<file path="src/rtl/irq_seq_if.sv">
// Shared register/mode encodings and the CU-facing bus of the interrupt entry sequencer.
// The package precedes the interface so both compile from this one file.
package irq_seq_pkg;

    typedef enum logic [1:0] {
        RegNone   = 2'd0,
        RegPc     = 2'd1,
        RegSp     = 2'd2,
        RegStatus = 2'd3
    } reg_e;

    typedef enum logic {
        ModeUser       = 1'b0,
        ModeSupervisor = 1'b1
    } cpu_mode_e;

endpackage

interface irq_seq_if #(
    parameter int unsigned NUM_IRQ = 8
) ();

    localparam int unsigned IDW = (NUM_IRQ > 1) ? $clog2(NUM_IRQ) : 1;

    // CU / interrupt controller side
    logic               en;
    logic [NUM_IRQ-1:0] irq;
    logic [NUM_IRQ-1:0] edge_mode;
    logic [NUM_IRQ-1:0] irq_mask;
    logic               imask;
    logic               boundary;
    logic               swint_req;
    logic               except_req;
    logic               eoi;
    logic [IDW-1:0]     eoi_id;

    // Sequencer side
    logic                  take;
    logic                  busy;
    logic [IDW-1:0]        active_id;
    logic [NUM_IRQ-1:0]    pending;
    logic                  pre_dec_sp;
    logic                  wr;
    logic                  oe_a_reg;
    logic                  oe_b_reg;
    irq_seq_pkg::reg_e     sel_a_reg;
    irq_seq_pkg::reg_e     sel_b_reg;
    logic                  ld_pc;
    logic [31:0]           vector;
    logic                  ld_imask;
    logic                  imask_in;
    logic                  ld_mode;
    irq_seq_pkg::cpu_mode_e mode_in;

    modport master (
        output en, irq, edge_mode, irq_mask, imask, boundary, swint_req, except_req, eoi, eoi_id,
        input  take, busy, active_id, pending, pre_dec_sp, wr, oe_a_reg, oe_b_reg, sel_a_reg,
        input  sel_b_reg, ld_pc, vector, ld_imask, imask_in, ld_mode, mode_in
    );

    modport slave (
        input  en, irq, edge_mode, irq_mask, imask, boundary, swint_req, except_req, eoi, eoi_id,
        output take, busy, active_id, pending, pre_dec_sp, wr, oe_a_reg, oe_b_reg, sel_a_reg,
        output sel_b_reg, ld_pc, vector, ld_imask, imask_in, ld_mode, mode_in
    );

endinterface

</file>
<file path="src/rtl/irq_seq.sv">
// Interrupt/exception entry sequencer: prioritised, maskable, nestable hardware lines plus
// software interrupt and exception, driving the push-PC / push-STATUS / vector-load sequence.
module irq_seq
    import irq_seq_pkg::*;
#(
    parameter int unsigned NUM_IRQ        = 8,
    parameter logic [31:0] HW_VECTOR_BASE = 32'h10,
    parameter logic [31:0] SWINT_VECTOR   = 32'h2,
    parameter logic [31:0] EXCEPT_VECTOR  = 32'h3
) (
    input  logic     clk,
    input  logic     rst_n,
    irq_seq_if.slave bus_io
);

    localparam int unsigned IDW = (NUM_IRQ > 1) ? $clog2(NUM_IRQ) : 1;

    typedef enum logic [1:0] {
        StIdle   = 2'd0,
        StPushPc = 2'd1,
        StPushSt = 2'd2,
        StVector = 2'd3
    } state_e;

    state_e             state_q, state_d;
    logic [NUM_IRQ-1:0] irq_q;
    logic [NUM_IRQ-1:0] pend_q, pend_d;
    logic [NUM_IRQ-1:0] in_service_q, in_service_d;
    logic [IDW-1:0]     active_id_q, active_id_d;
    logic [31:0]        vector_q, vector_d;

    logic [NUM_IRQ-1:0] pending;
    logic [NUM_IRQ-1:0] eligible;
    logic               hw_any;
    logic [IDW-1:0]     hw_id;
    logic               take;
    logic               hw_take;

    // Level lines bypass the latch; only edge lines use pend_q.
    assign pending = (bus_io.edge_mode & pend_q) | (~bus_io.edge_mode & bus_io.irq);

    // A line in service blocks itself and every lower-priority line.
    always_comb begin
        logic blk;
        blk      = 1'b0;
        eligible = '0;
        hw_any   = 1'b0;
        hw_id    = '0;
        for (int unsigned k = 0; k < NUM_IRQ; k++) begin
            blk         = blk | in_service_q[k];
            eligible[k] = pending[k] & bus_io.irq_mask[k] & bus_io.imask & ~blk;
            if (eligible[k] && !hw_any) begin
                hw_any = 1'b1;
                hw_id  = IDW'(k);
            end
        end
    end

    always_comb begin
        take    = 1'b0;
        hw_take = 1'b0;
        if (rst_n && bus_io.en && (state_q == StIdle)) begin
            if (bus_io.except_req || bus_io.swint_req) begin
                take = 1'b1;
            end else if (bus_io.boundary && hw_any) begin
                take    = 1'b1;
                hw_take = 1'b1;
            end
        end
    end

    always_comb begin
        state_d     = state_q;
        vector_d    = vector_q;
        active_id_d = active_id_q;
        if (bus_io.en) begin
            case (state_q)
                StIdle: begin
                    if (take) begin
                        state_d = StPushPc;
                        if (bus_io.except_req) begin
                            vector_d = EXCEPT_VECTOR;
                        end else if (bus_io.swint_req) begin
                            vector_d = SWINT_VECTOR;
                        end else begin
                            vector_d    = HW_VECTOR_BASE + 32'(hw_id);
                            active_id_d = hw_id;
                        end
                    end
                end
                StPushPc: state_d = StPushSt;
                StPushSt: state_d = StVector;
                StVector: state_d = StIdle;
                default:  state_d = StIdle;
            endcase
        end
    end

    // Acceptance is applied after EOI so a same-cycle set on the same bit wins.
    always_comb begin
        in_service_d = in_service_q;
        if (bus_io.en) begin
            for (int unsigned k = 0; k < NUM_IRQ; k++) begin
                if (bus_io.eoi && (bus_io.eoi_id == IDW'(k))) begin
                    in_service_d[k] = 1'b0;
                end
                if (hw_take && (hw_id == IDW'(k))) begin
                    in_service_d[k] = 1'b1;
                end
            end
        end
    end

    // Edge detection runs regardless of en; a new edge beats the accept-clear.
    always_comb begin
        pend_d = '0;
        for (int unsigned k = 0; k < NUM_IRQ; k++) begin
            logic rise;
            logic clr;
            rise      = bus_io.irq[k] & ~irq_q[k];
            clr       = hw_take && (hw_id == IDW'(k));
            pend_d[k] = bus_io.edge_mode[k] & (rise | (pend_q[k] & ~clr));
        end
    end

    always_ff @(posedge clk or negedge rst_n) begin
        if (!rst_n) begin
            state_q      <= StIdle;
            irq_q        <= '0;
            pend_q       <= '0;
            in_service_q <= '0;
            active_id_q  <= '0;
            vector_q     <= '0;
        end else begin
            state_q      <= state_d;
            irq_q        <= bus_io.irq;
            pend_q       <= pend_d;
            in_service_q <= in_service_d;
            active_id_q  <= active_id_d;
            vector_q     <= vector_d;
        end
    end

    always_comb begin
        bus_io.take       = take;
        bus_io.busy       = (state_q != StIdle);
        bus_io.pre_dec_sp = 1'b0;
        bus_io.wr         = 1'b0;
        bus_io.oe_a_reg   = 1'b0;
        bus_io.oe_b_reg   = 1'b0;
        bus_io.sel_a_reg  = RegNone;
        bus_io.sel_b_reg  = RegNone;
        bus_io.ld_pc      = 1'b0;
        bus_io.ld_imask   = 1'b0;
        bus_io.imask_in   = 1'b0;
        bus_io.ld_mode    = 1'b0;
        bus_io.mode_in    = ModeUser;
        case (state_q)
            StPushPc, StPushSt: begin
                bus_io.pre_dec_sp = 1'b1;
                bus_io.wr         = 1'b1;
                bus_io.oe_a_reg   = 1'b1;
                bus_io.oe_b_reg   = 1'b1;
                bus_io.sel_a_reg  = (state_q == StPushPc) ? RegPc : RegStatus;
                bus_io.sel_b_reg  = RegSp;
            end
            StVector: begin
                bus_io.ld_pc    = 1'b1;
                bus_io.ld_imask = 1'b1;
                bus_io.imask_in = 1'b0;
                bus_io.ld_mode  = 1'b1;
                bus_io.mode_in  = ModeSupervisor;
            end
            default: ;
        endcase
    end

    assign bus_io.active_id = active_id_q;
    assign bus_io.pending   = pending;
    assign bus_io.vector    = vector_q;

endmodule

</file>
<file path="src/flat_wrapper.sv">
// flat-port wrapper written by rule: the top's interface ports become plain ports
module irq_seq_flat import irq_seq_pkg::*;
#(
    parameter int unsigned NUM_IRQ        = 8,
    parameter logic [31:0] HW_VECTOR_BASE = 32'h10,
    parameter logic [31:0] SWINT_VECTOR   = 32'h2,
    parameter logic [31:0] EXCEPT_VECTOR  = 32'h3
)
  (clk, rst_n, bus_io_en, bus_io_irq, bus_io_edge_mode, bus_io_irq_mask, bus_io_imask, bus_io_boundary, bus_io_swint_req, bus_io_except_req, bus_io_eoi, bus_io_eoi_id, bus_io_take, bus_io_busy, bus_io_active_id, bus_io_pending, bus_io_pre_dec_sp, bus_io_wr, bus_io_oe_a_reg, bus_io_oe_b_reg, bus_io_sel_a_reg, bus_io_sel_b_reg, bus_io_ld_pc, bus_io_vector, bus_io_ld_imask, bus_io_imask_in, bus_io_ld_mode, bus_io_mode_in);
  irq_seq_if #(.NUM_IRQ(NUM_IRQ)) bus_io_i ();
  input  logic clk;
  input  logic rst_n;
  input wire logic [$bits(bus_io_i.en)-1:0] bus_io_en;
  input wire logic [$bits(bus_io_i.irq)-1:0] bus_io_irq;
  input wire logic [$bits(bus_io_i.edge_mode)-1:0] bus_io_edge_mode;
  input wire logic [$bits(bus_io_i.irq_mask)-1:0] bus_io_irq_mask;
  input wire logic [$bits(bus_io_i.imask)-1:0] bus_io_imask;
  input wire logic [$bits(bus_io_i.boundary)-1:0] bus_io_boundary;
  input wire logic [$bits(bus_io_i.swint_req)-1:0] bus_io_swint_req;
  input wire logic [$bits(bus_io_i.except_req)-1:0] bus_io_except_req;
  input wire logic [$bits(bus_io_i.eoi)-1:0] bus_io_eoi;
  input wire logic [$bits(bus_io_i.eoi_id)-1:0] bus_io_eoi_id;
  output wire logic [$bits(bus_io_i.take)-1:0] bus_io_take;
  output wire logic [$bits(bus_io_i.busy)-1:0] bus_io_busy;
  output wire logic [$bits(bus_io_i.active_id)-1:0] bus_io_active_id;
  output wire logic [$bits(bus_io_i.pending)-1:0] bus_io_pending;
  output wire logic [$bits(bus_io_i.pre_dec_sp)-1:0] bus_io_pre_dec_sp;
  output wire logic [$bits(bus_io_i.wr)-1:0] bus_io_wr;
  output wire logic [$bits(bus_io_i.oe_a_reg)-1:0] bus_io_oe_a_reg;
  output wire logic [$bits(bus_io_i.oe_b_reg)-1:0] bus_io_oe_b_reg;
  output wire logic [$bits(bus_io_i.sel_a_reg)-1:0] bus_io_sel_a_reg;
  output wire logic [$bits(bus_io_i.sel_b_reg)-1:0] bus_io_sel_b_reg;
  output wire logic [$bits(bus_io_i.ld_pc)-1:0] bus_io_ld_pc;
  output wire logic [$bits(bus_io_i.vector)-1:0] bus_io_vector;
  output wire logic [$bits(bus_io_i.ld_imask)-1:0] bus_io_ld_imask;
  output wire logic [$bits(bus_io_i.imask_in)-1:0] bus_io_imask_in;
  output wire logic [$bits(bus_io_i.ld_mode)-1:0] bus_io_ld_mode;
  output wire logic [$bits(bus_io_i.mode_in)-1:0] bus_io_mode_in;
  assign bus_io_i.en = bus_io_en;
  assign bus_io_i.irq = bus_io_irq;
  assign bus_io_i.edge_mode = bus_io_edge_mode;
  assign bus_io_i.irq_mask = bus_io_irq_mask;
  assign bus_io_i.imask = bus_io_imask;
  assign bus_io_i.boundary = bus_io_boundary;
  assign bus_io_i.swint_req = bus_io_swint_req;
  assign bus_io_i.except_req = bus_io_except_req;
  assign bus_io_i.eoi = bus_io_eoi;
  assign bus_io_i.eoi_id = bus_io_eoi_id;
  assign bus_io_take = bus_io_i.take;
  assign bus_io_busy = bus_io_i.busy;
  assign bus_io_active_id = bus_io_i.active_id;
  assign bus_io_pending = bus_io_i.pending;
  assign bus_io_pre_dec_sp = bus_io_i.pre_dec_sp;
  assign bus_io_wr = bus_io_i.wr;
  assign bus_io_oe_a_reg = bus_io_i.oe_a_reg;
  assign bus_io_oe_b_reg = bus_io_i.oe_b_reg;
  assign bus_io_sel_a_reg = bus_io_i.sel_a_reg;
  assign bus_io_sel_b_reg = bus_io_i.sel_b_reg;
  assign bus_io_ld_pc = bus_io_i.ld_pc;
  assign bus_io_vector = bus_io_i.vector;
  assign bus_io_ld_imask = bus_io_i.ld_imask;
  assign bus_io_imask_in = bus_io_i.imask_in;
  assign bus_io_ld_mode = bus_io_i.ld_mode;
  assign bus_io_mode_in = bus_io_i.mode_in;
  irq_seq #(.NUM_IRQ(NUM_IRQ), .HW_VECTOR_BASE(HW_VECTOR_BASE), .SWINT_VECTOR(SWINT_VECTOR), .EXCEPT_VECTOR(EXCEPT_VECTOR)) u_core (.clk(clk), .rst_n(rst_n), .bus_io(bus_io_i));
endmodule
</file>
<file path="config.mk">
export PLATFORM = sky130hd
export DESIGN_NAME = irq_seq_flat
export DESIGN_NICKNAME = d
export VERILOG_FILES = /design/src/rtl/irq_seq_if.sv /design/src/rtl/irq_seq.sv /design/src/flat_wrapper.sv
export SDC_FILE = /design/constraint.sdc
export NUM_CORES = 1
export LEC_CHECK = 0
export ABC_AREA = 1
export BUFFER_PORTS_ARGS = -buffer_cell sky130_fd_sc_hd__buf_2
export CORE_MARGIN = 2
export CORE_UTILIZATION = 35
export CTS_CLUSTER_SIZE = 12
export DETAILED_ROUTE_END_ITERATION = 7
export HOLD_SLACK_MARGIN = 0.15
export SLEW_MARGIN = 10
export SYNTH_ARGS = -nofsm -noshare
export SYNTH_HDL_FRONTEND = slang
export SYNTH_SLANG_ARGS = --single-unit
</file>
<file path="constraint.sdc">
create_clock -name clk -period 1.55 [get_ports clk]
set_input_delay 0 -clock clk [delete_from_list [all_inputs] [get_ports clk]]
set_output_delay 0 -clock clk [all_outputs]
set_load 0.05 [all_outputs]
</file>
==> flow_metrics.py, run 1 <==
metrics = {
    "floorplanning": {
        "start_util_pct": 36.0,
        "die_y_um": 84.8,
        "die_area_mm2": 0.00719,
        "die_x_um": 84.8,
        "core_area_mm2": 0.00635,
        "std_cell_rows": 29,
        "io_pins": 93,
    },
    "yosys": {
        "ys_seq_area_share_pct": 36.1,
        "synth_top_area_cell": "dfrtp_1",
        "ys_top_cells_by_area": "dfrtp_1, nand2_1, buf_4",
        "synth_top_area_share_pct": 36.1,
        "synth-seq-cells": 33,
        "netlist_instances": 320,
        "synth_area_mm2": 0.00229,
        "avgSynthCellArea_um2": 7.14,
        "synth.distinct_cells": 25,
        "synth_warnings": 0,
    },
    "place": {
        "gp_congestion": 0.804,
        "hpwl_um": 3950,
        "place_area_mm2": 0.00278,
        "place_ws_ns": -0.298,
        "io_buffers": 62,
    },
    "job": {
        "drv_cap": 0,
    },
    "power": {
        "clock_power_share_pct": 16.0,
        "swShare_pct": 51.3,
        "p_leak_nw": 1.96,
        "p_comb_share_pct": 60.4,
        "internal_power_w": 0.00216,
        "powerDensity_mw_per_mm2": 1330,
        "power.switching_w": 0.00227,
        "ir_worst_vdd_uv": 1850,
        "pwr-share-seq_pct": 23.5,
    },
    "critical_path": {
        "path_cells": "nor2_4 -> nand3_4 -> nor2_8 -> buf_4 -> buf_6 -> nand3_4 -> a31oi_4 -> nor2_2 -> nor2_4 -> nand2_1 -> nand2_1 -> nand2_1",
        "reg2reg_depth": 12,
        "cpMaxStageDelayCell": "dfrtp_1",
        "cp_common_cell": "nand2_1",
        "cp-start-kind": "register",
        "worst_path_largest_cell_delay_ns": 0.42,
        "cp_max_fo": 6,
        "r2r_slack_ns": -0.46,
        "critPathArrivalTime_ns": 2.19,
        "timing.rr.end": "u_core.pend_q[4]$_DFF_PN0_",
        "r2r_start": "u_core.in_service_q[0]$_DFFE_PN0P_",
        "end_kind": "register",
        "required_ns": 1.72,
        "critPathKind": "register to register",
    },
    "hold_path": {
        "min_to": "u_core.in_service_q[4]$_DFFE_PN0P_",
        "min_from": "bus_io_eoi",
        "hold_path_class": "primary input to register",
        "holdPathStages": 4,
    },
    "clock_network": {
        "clkLatencyLatePin_ns": 0.28,
        "path_clk_slew_ns": 0.07,
        "htree_levels": 2,
        "cts_tree": "done",
        "cts-root-buf": "clkbuf_8",
        "cts_max_path_buffers": 2,
        "cts_buffers": 5,
        "clock_sinks": 33,
    },
    "cells_and_area": {
        "final_cell_area_mm2": 0.00333,
        "drive_gt1_share_pct": 36.2,
        "final_nets": 477,
        "multi_input_area_mm2": 0.00125,
        "n_fill_cell": 607,
        "regArea_um2": 826,
        "insertedDiodeCount": 0,
        "area_delta_synth_final_pct": 45.9,
    },
    "global_route": {
        "antenna_found_initial": 0,
        "grt_pass1_vias": 2116,
        "grt_pass1_wl_um": 9140,
        "grt_usage_pct": 15.6,
        "globalRouteOverflowTotal": 0,
        "grt_max_degree": 34,
    },
    "detailed_routing": {
        "drcViolationCount": 0,
        "wire_per_inst_um": 10.4,
        "vias": 2156,
        "ant_nets": 0,
        "drtPass1Iterations": 4,
        "wl_um": 5350,
        "first_iter_violations": 89,
        "via_per_inst": 4.18,
    },
    "status": {
        "outcome": "complete, but fails checks",
        "violations": "setup timing",
    },
    "sta": {
        "rsz0062_at_grt": "true",
        "worst_slack_ns": -0.464,
        "skew_ns": 0.00613,
        "setup_violations": 26,
        "hold_ws_ns": 0.162,
        "finalWorstPathRequiredPeriod_ns": 2.01,
        "finalCritPeriodShare_pct": 130,
        "hold_viol": 0,
        "report.final.slew_viol_count": 0,
        "finalSetupTns_ns": -9.72,
        "clock.fmax_mhz": 496,
    },
}
-- critical path: cells and delay by family (launching register included) --
family,cells,cell delay (ns)
flip-flops,1,0.42
AND/OR/NAND/NOR,9,1.02
buffers and inverters,2,0.22
AO/OA/AOI/OAI,1,0.24
-- synth_stat cells (all sizes together) --
master and n:
nor2 32, buf 39, nand3 20, ha 4, o21ai 14, conb 1
a21o 1, nand2 97, nand3b 9, nor3 1, nand4 3, inv 57
a21oi 6, or2 2, dfrtp 33, a31oi 1
-- metal layers --
metal	share of wire (%)	routed length, um	global-route usage, %
met2	47	2510	26.3
met1	46	2450	20.2
met5	0	0	0
met4	0.79	42	4.47
met3	6.3	338	3.40
-- flip-flops by register name, indices dropped and copies added, names as in the netlist --
name / count
u_core.bus_io.active_id: 3
u_core.bus_io.vector: 4
u_core.irq_q: 8
u_core.pend_q: 8
u_core.in_service_q: 8
u_core.state_q: 2
-- worst max path at each step --
stage	start	end	slack (ns)	cells past startpoint
floorplan	u_core.in_service_q[1]$_DFFE_PN0P_	u_core.pend_q[2]$_DFF_PN0_	-0.11	12
global placement	u_core.in_service_q[1]$_DFFE_PN0P_	u_core.pend_q[1]$_DFF_PN0_	-0.24	12
detailed placement	u_core.in_service_q[1]$_DFFE_PN0P_	u_core.pend_q[1]$_DFF_PN0_	-0.30	12
CTS	u_core.in_service_q[1]$_DFFE_PN0P_	u_core.pend_q[0]$_DFF_PN0_	-0.37	13
global route	u_core.in_service_q[0]$_DFFE_PN0P_	u_core.pend_q[0]$_DFF_PN0_	-0.58	13
finish	u_core.in_service_q[0]$_DFFE_PN0P_	u_core.pend_q[4]$_DFF_PN0_	-0.46	12
-- stage by stage --
step	cells	util (%)	power, W
2_1_floorplan	349	-	0.00313
3_3_place_gp	476	43.7	0.00344
3_5_place_dp	476	43.7	0.00346
4_1_cts	513	51.8	0.00438
5_1_grt	516	52.5	0.00468
6_report	516	52.5	0.00443
-- kinds of logic after synthesis --
kind of cell | synth area share [%]
buffers and inverters | 22.3
other | 0.164
flip-flops | 36.1
adder cells (fa/ha/maj) | 2.19
AND/OR/NAND/NOR | 34.2
AO/OA/AOI/OAI | 4.98
-- power groups by stage --
| stage | clock [W] | combinational (W) | sequential, W |
|---|---|---|---|
| 3_5_place_dp | 0 | 0.00240 | 0.00106 |
| 4_1_cts | 0.000731 | 0.00261 | 0.00104 |
| 6_report | 0.000711 | 0.00268 | 0.00104 |
| 2_1_floorplan | 0 | 0.00190 | 0.00123 |
| 5_1_grt | 0.000778 | 0.00285 | 0.00105 |
| 3_3_place_gp | 0 | 0.00239 | 0.00105 |
-- cells in the final DEF, fill, tap and decap left out, types with 2 or more instances in the layout --
cell type,count
o21ai_2,2
inv_1,51
nor2_4,8
conb_1,30
nand2_2,15
or2_2,2
buf_6,4
nand2_1,78
o21ai_0,10
dlygate4sd3_1,23
nand3_4,5
nand3_2,5
nand3b_1,9
buf_4,31
inv_2,6
nand4_1,3
clkbuf_8,7
dfrtp_1,33
nand2_4,3
nor2_2,2
nor2_1,21
ha_1,4
nand3_1,10
buf_2,61
a21oi_1,6
-- what timing repair did --
item,4_1_cts,5_1_grt
pin swaps,7,6
hold buffers,23,0
resized for setup,40,6
setup buffers,6,3
setup endpoints to repair,26,26
hold endpoints to repair,60,0
-- layout make-up --
cell class / count / area share [%]
clock buffer: 7 / 2.89
inverter: 57 / 6.42
tap: 77 / 2.89
timing repair buffer: 121 / 25.4
clock inverter: 1 / 0.150
sequential: 33 / 24.8
multi-input combinational: 220 / 37.4
No activity file was read; power rests on OpenSTA's default activity.
==> inputs of run 2 (changes only) <==
Settings changed: PLACE_DENSITY set to 0.62.
==> run 2 against run 1 <==
Net effect: final cell count is 1.6% lower; non-clock buffer count is 7 lower; critical path depth stayed put; critical endpoint is now u_core.pend_q[5]$_DFF_PN0_; largest power group unchanged; final area is 3.0% lower; maximum frequency is 5.4% higher; clock skew is 0.0028 ns higher; combinational power is 4% lower; global-route usage is 0.25 points higher; first-iteration DRC count is 7.9% lower; worst hold slack better by 0.014 ns; the flow still finishes with violations (setup timing).
==> flow_metrics.py, run 2 (synthesis results as in run 1) <==
metrics = {
    "status": {
        "outcome": "complete, but fails checks",
        "violations": "setup timing",
    },
    "cells_and_area": {
        "reg_top3": "u_core.in_service_q (8), u_core.irq_q (8), u_core.pend_q (8)",
        "final_nets": 470,
        "area_delta_synth_final_pct": 41.5,
        "insertedDiodeCount": 0,
        "drive_gt1_share_pct": 34.3,
        "layout_common_cells": "nand2_1, buf_2, inv_1, dfrtp_1, conb_1",
        "final_common_cell": "nand2_1",
        "finalCoreUtilization_pct": 50.9,
    },
    "floorplanning": {
        "core_area_mm2": 0.00635,
        "io_pins": 93,
        "std_cell_rows": 29,
        "die_y_um": 84.8,
        "start_util_pct": 36.0,
        "die_x_um": 84.8,
        "die_area_mm2": 0.00719,
    },
    "critical_path": {
        "cp-start-kind": "register",
        "critPathArrivalTime_ns": 2.08,
        "path_cells": "nor2_4 -> nand3_4 -> nor2_8 -> nand3_2 -> nand4_1 -> nand2_1 -> inv_1 -> nand2_2 -> nor2_2 -> nand2_1 -> nand2_1 -> nand2_1",
        "worst_path_largest_cell_delay_ns": 0.42,
        "end_kind": "register",
        "cpMaxStageDelayCell": "dfrtp_1",
        "crit_family": "simple AND/OR/NAND/NOR gates",
        "worst-path-buf-inv": 1,
        "critPathKind": "register to register",
        "cp_max_fo": 7,
        "cp_common_cell": "nand2_1",
        "required_ns": 1.72,
    },
    "detailed_routing": {
        "drtPass1Iterations": 5,
        "ant_nets": 0,
        "wire_per_inst_um": 11.0,
        "vias": 2210,
        "drcViolationCount": 0,
        "via_per_inst": 4.35,
        "first_iter_violations": 82,
        "wl_um": 5600,
    },
    "power": {
        "p_leak_nw": 1.92,
        "powerDensity_mw_per_mm2": 1320,
        "ir_worst_vdd_uv": 1750,
        "total_power_w": 0.00427,
    },
    "place": {
        "gp_congestion": 0.826,
        "io_buffers": 62,
        "hpwl_um": 4120,
        "place_ws_ns": -0.264,
    },
    "global_route": {
        "globalRouteOverflowTotal": 0,
        "grt_pass1_vias": 2130,
        "antenna_found_initial": 0,
        "grt_max_degree": 34,
        "grt_pass1_wl_um": 9200,
        "grt_usage_pct": 15.9,
    },
    "sta": {
        "finalSetupTns_ns": -7.22,
        "rsz0062_at_grt": "true",
        "report.final.slew_viol_count": 0,
        "setup_violations": 26,
        "finalCritPeriodShare_pct": 123,
        "skew_ns": 0.00892,
        "clock.fmax_mhz": 523,
        "finalWorstPathRequiredPeriod_ns": 1.91,
        "hold_viol": 0,
        "worst_slack_ns": -0.362,
    },
    "clock_network": {
        "clock_sinks": 33,
        "cts_tree": "done",
        "path_clk_slew_ns": 0.07,
        "clkLatencyLatePin_ns": 0.28,
        "cts_buffers": 5,
        "htree_levels": 2,
        "cts_max_path_buffers": 2,
        "cts-root-buf": "clkbuf_8",
    },
    "job": {
        "drv_cap": 0,
    },
    "hold_path": {
        "hold_path_class": "primary input to register",
    },
}
-- run 2: repair_timing --
item / 4_1_cts / 5_1_grt
setup buffers: 3 / 0
pin swaps: 8 / 2
endpoints found under the hold margin: 60 / 0
gates resized for setup: 23 / 16
hold buffers: 23 / 0
setup endpoints to repair: 26 / 26
cloned: 0 / 0
-- run 2: final cells by class --
class	count	area (um2)
Sequential cell	33	826
Timing Repair Buffer	114	779
Tap cell	77	96.3
Multi-Input combinational cell	220	1230
Fill cell	625	3120
Inverter	57	214
Clock buffer	7	86.3
-- run 2: path summary, 6_finish.rpt --
kind                                                   startpoint  cells after the start  slack (ns)                                      to
hold / removal                                         bus_io_eoi                      4        0.18      u_core.in_service_q[4]$_DFFE_PN0P_
max in group asynchronous                                   rst_n                      3        0.91  u_core.bus_io.active_id[2]$_DFFE_PN0P_
setup / recovery               u_core.in_service_q[0]$_DFFE_PN0P_                     12       -0.36              u_core.pend_q[5]$_DFF_PN0_
setup reg to reg               u_core.in_service_q[0]$_DFFE_PN0P_                     12       -0.36              u_core.pend_q[5]$_DFF_PN0_
min in group asynchronous                                   rst_n                      3        0.33      u_core.in_service_q[5]$_DFFE_PN0P_
hold reg to reg            u_core.bus_io.active_id[0]$_DFFE_PN0P_                      2        0.48  u_core.bus_io.active_id[0]$_DFFE_PN0P_
-- run 2: report_power, final --
| group | internal, W | total [W] | leakage (nW) | switching (W) |
|---|---|---|---|---|
| Clock | 0.000352 | 0.000640 | 0.0443 | 0.000288 |
| Sequential | 0.000978 | 0.00104 | 0.415 | 0.0000661 |
| Combinational | 0.000698 | 0.00258 | 1.47 | 0.00189 |
-- run 2: worst reg2reg max path, cell delays in order, from the launching register on --
cell	delay, ns
dfrtp_1	0.42
nor2_4	0.17
nand3_4	0.13
nor2_8	0.16
nand3_2	0.14
nand4_1	0.14
nand2_1	0.08
inv_1	0.12
nand2_2	0.12
nor2_2	0.13
nand2_1	0.10
nand2_1	0.07
nand2_1	0.05
-- run 2: metrics by stage --
stage	hold slack [ns]	cells	instance area [um2]
finish	0.176	508	3230
global route	0.195	508	3230
CTS	0.163	508	3170
detailed placement	0.126	475	2760
global placement	0.120	475	2760
floorplan	-0.296	349	2450
-- run 2: metal layers --
metal | track usage (%) | part of all wire (%) | up-vias
met5 | 0 | 0 | -
met4 | 4.76 | 1.9 | 0
met3 | 4.47 | 5.5 | 8
met2 | 26.8 | 49 | 75
met1 | 19.8 | 44 | 1005
li1 | - | - | 1122
==> inputs of run 3 (changes only) <==
Settings changed: ABC_AREA 1 to unset, BUFFER_PORTS_ARGS -buffer_cell sky130_fd_sc_hd__buf_2 to unset, DONT_BUFFER_PORTS set to 1, PLACE_DENSITY 0.62 to 0.5, SLEW_MARGIN 10 to 5.
==> run 3 against run 2 <==
Net effect: the run still ends with setup timing left; final area fell by 1.4%; sequential power is essentially flat; core utilization rose by 3.9 points; clock-buffer cell count stayed put; register-to-register slack worse by 0.12 ns; maximum frequency shrank 6.0%; clock skew is 0.0057 ns lower; final cell count fell by 24%; non-clock buffer count decreased by 16; setup slack worse by 0.12 ns; routed wire length increased by 3.2%; critical path type unchanged; critical endpoint is now u_core.state_q[1]$_DFFE_PN0P_.
==> flow_metrics.py, run 3 <==
metrics = {
    "floorplanning": {
        "core_area_mm2": 0.00582,
        "std_cell_rows": 28,
        "io_pins": 93,
        "die_x_um": 81.0,
        "die_area_mm2": 0.00657,
        "die_y_um": 81.0,
        "start_util_pct": 35.7,
    },
    "detailed_routing": {
        "drtPass1Iterations": 4,
        "ant_nets": 0,
        "wl_um": 5780,
        "wire_per_inst_um": 14.9,
        "drcViolationCount": 0,
        "vias": 1818,
        "via_per_inst": 4.69,
        "first_iter_violations": 54,
    },
    "critical_path": {
        "cpMaxStageDelayCell": "or3b_4",
        "cp_common_cell": "a21oi_4",
        "path_cells": "or3b_4 -> a2bb2oi_4 -> a22o_4 -> a21oi_4 -> buf_6 -> a21oi_4 -> mux2_4",
        "end_kind": "register",
        "cp_max_fo": 4,
        "worst_path_largest_cell_delay_ns": 0.44,
        "cp-start-kind": "register",
        "critPathArrivalTime_ns": 2.21,
        "critPathKind": "register to register",
        "required_ns": 1.73,
        "reg2reg_depth": 7,
    },
    "yosys": {
        "ys_seq_area_share_pct": 39.8,
        "synth-seq-cells": 33,
        "async_reset_ff_share_pct": 100,
        "netlist_instances": 218,
        "synth_area_mm2": 0.00208,
        "ys_top_cells_by_area": "dfrtp_1, buf_4, o21ai_0",
        "synth_top_area_share_pct": 39.8,
        "synth.distinct_cells": 53,
        "yosysMostFrequentCell": "buf_4",
        "synth_edf_count": 0,
        "synth_warnings": 0,
        "synth_top_area_cell": "dfrtp_1",
        "synthTopCellsByCount": "buf_4, dfrtp_1, nor2_1, inv_1, o21ai_0",
        "avgSynthCellArea_um2": 9.53,
        "synthFlopType": "dfrtp_1",
    },
    "cells_and_area": {
        "layout_common_cells": "buf_4, dfrtp_1, conb_1, dlygate4sd3_1, nor2_1",
        "drive_gt1_share_pct": 41.2,
        "insertedDiodeCount": 0,
        "final_common_cell": "buf_4",
        "final_cell_count_no_fill": 388,
        "final_cell_area_mm2": 0.00319,
        "reg_top3": "u_core.in_service_q (8), u_core.irq_q (8), u_core.pend_q (8)",
        "final_nets": 352,
        "n_fill_cell": 536,
        "area_delta_synth_final_pct": 53.6,
    },
    "sta": {
        "skew_ns": 0.00325,
        "setup_violations": 26,
        "finalWorstPathRequiredPeriod_ns": 2.03,
        "hold_ws_ns": 0.0973,
        "rsz0062_at_grt": "true",
        "hold_viol": 0,
        "worst_slack_ns": -0.483,
        "clock.fmax_mhz": 492,
        "report.final.slew_viol_count": 0,
        "finalCritPeriodShare_pct": 131,
    },
    "place": {
        "dp_cells": 344,
        "place_ws_ns": -0.583,
        "io_buffers": 0,
        "place_area_mm2": 0.00251,
        "hpwl_um": 3950,
        "gp_congestion": 0.847,
    },
    "clock_network": {
        "cts_max_path_buffers": 2,
        "htree_levels": 2,
        "cts_buffers": 5,
        "cts_tree": "done",
        "clock_sinks": 33,
        "cts-root-buf": "clkbuf_8",
        "path_clk_slew_ns": 0.07,
        "clkLatencyLatePin_ns": 0.29,
    },
    "global_route": {
        "grt_usage_pct": 18.4,
        "grt_pass1_wl_um": 9020,
        "grt_pass1_vias": 1825,
        "antenna_found_initial": 0,
        "grt_max_degree": 35,
        "globalRouteOverflowTotal": 0,
    },
    "status": {
        "outcome": "complete, but fails checks",
        "violations": "setup timing",
    },
    "power": {
        "total_power_w": 0.00436,
        "ir_worst_vdd_uv": 2750,
        "p_leak_nw": 1.48,
        "powerDensity_mw_per_mm2": 1370,
    },
    "job": {
        "drv_cap": 0,
    },
    "hold_path": {
        "holdPathStages": 3,
        "hold_path_class": "primary input to register",
    },
}
[run 3: kinds of logic (layout without fill, tap and decap cells)]
| logic type | Yosys count | count (layout) | synth area share, % |
|---|---|---|---|
| simple gates | 66 | 66 | 18.7 |
| buf+inv | 53 | 119 | 16.4 |
| compound gates | 50 | 50 | 16.7 |
| flops | 33 | 33 | 39.8 |
| mux | 11 | 11 | 5.84 |
| fa+ha+maj | 4 | 4 | 2.41 |
| other cells | 1 | 30 | 0.181 |
[run 3: power breakdown]
part           switching (W)  internal (W)  total [W]
sequential         0.0000941      0.000973    0.00107
clock               0.000308      0.000352   0.000660
combinational        0.00182      0.000818    0.00263
[run 3: critical path, delay by kind of cell, from the launching register on]
family,cells,cell delay (ns)
AO/OA/AOI/OAI,4,0.68
AND/OR/NAND/NOR,1,0.44
flip-flops,1,0.38
multiplexers,1,0.29
buffers and inverters,1,0.14
[run 3: cell type report]
| type | count | area (um2) | area share, % |
|---|---|---|---|
| Inverter | 14 | 65.1 | 2.04 |
| Clock buffer | 7 | 86.3 | 2.71 |
| Timing Repair Buffer | 98 | 873 | 27.4 |
| Multi-Input combinational cell | 161 | 1250 | 39.1 |
| Tap cell | 75 | 93.8 | 2.94 |
| Sequential cell | 33 | 826 | 25.9 |
[run 3: per-layer routing]
layer  up-vias  share of wire (%)  global-route usage [%]
li1        883                  -                       -
met1       864                 43                    23.6
met4         0                2.6                    7.46
met5         -                  0                       0
met2        60                 49                    29.2
met3        11                5.7                    5.00
[run 3: timing repair]
action | CTS | global route
endpoints found under the hold margin | 63 | 2
buffers inserted | 6 | 3
endpoints found under the setup margin | 26 | 26
hold buffers | 28 | 1
gates resized for setup | 39 | 10
pin swaps | 16 | 8
[run 3: through the flow]
step	setup TNS, ns	utilization (%)
final	-9.92	54.9
after global routing	-12.66	54.9
after global placement	-9.56	43.2
after CTS	-9.61	53.7
after floorplan	-6.18	-
after detailed placement	-10.47	43.2
[run 3: worst paths after layout]
| kind | startpoint | slack, ns | endpoint |
|---|---|---|---|
| setup / recovery | u_core.in_service_q[2]$_DFFE_PN0P_ | -0.48 | u_core.state_q[1]$_DFFE_PN0P_ |
| min in group asynchronous | rst_n | 0.18 | u_core.irq_q[4]$_DFF_PN0_ |
| hold reg to reg | u_core.irq_q[4]$_DFF_PN0_ | 0.50 | u_core.pend_q[4]$_DFF_PN0_ |
| hold / removal | bus_io_en | 0.1 | u_core.bus_io.vector[0]$_DFFE_PN0P_ |
| max in group asynchronous | rst_n | 1.19 | u_core.in_service_q[0]$_DFFE_PN0P_ |
| setup reg to reg | u_core.in_service_q[2]$_DFFE_PN0P_ | -0.48 | u_core.state_q[1]$_DFFE_PN0P_ |
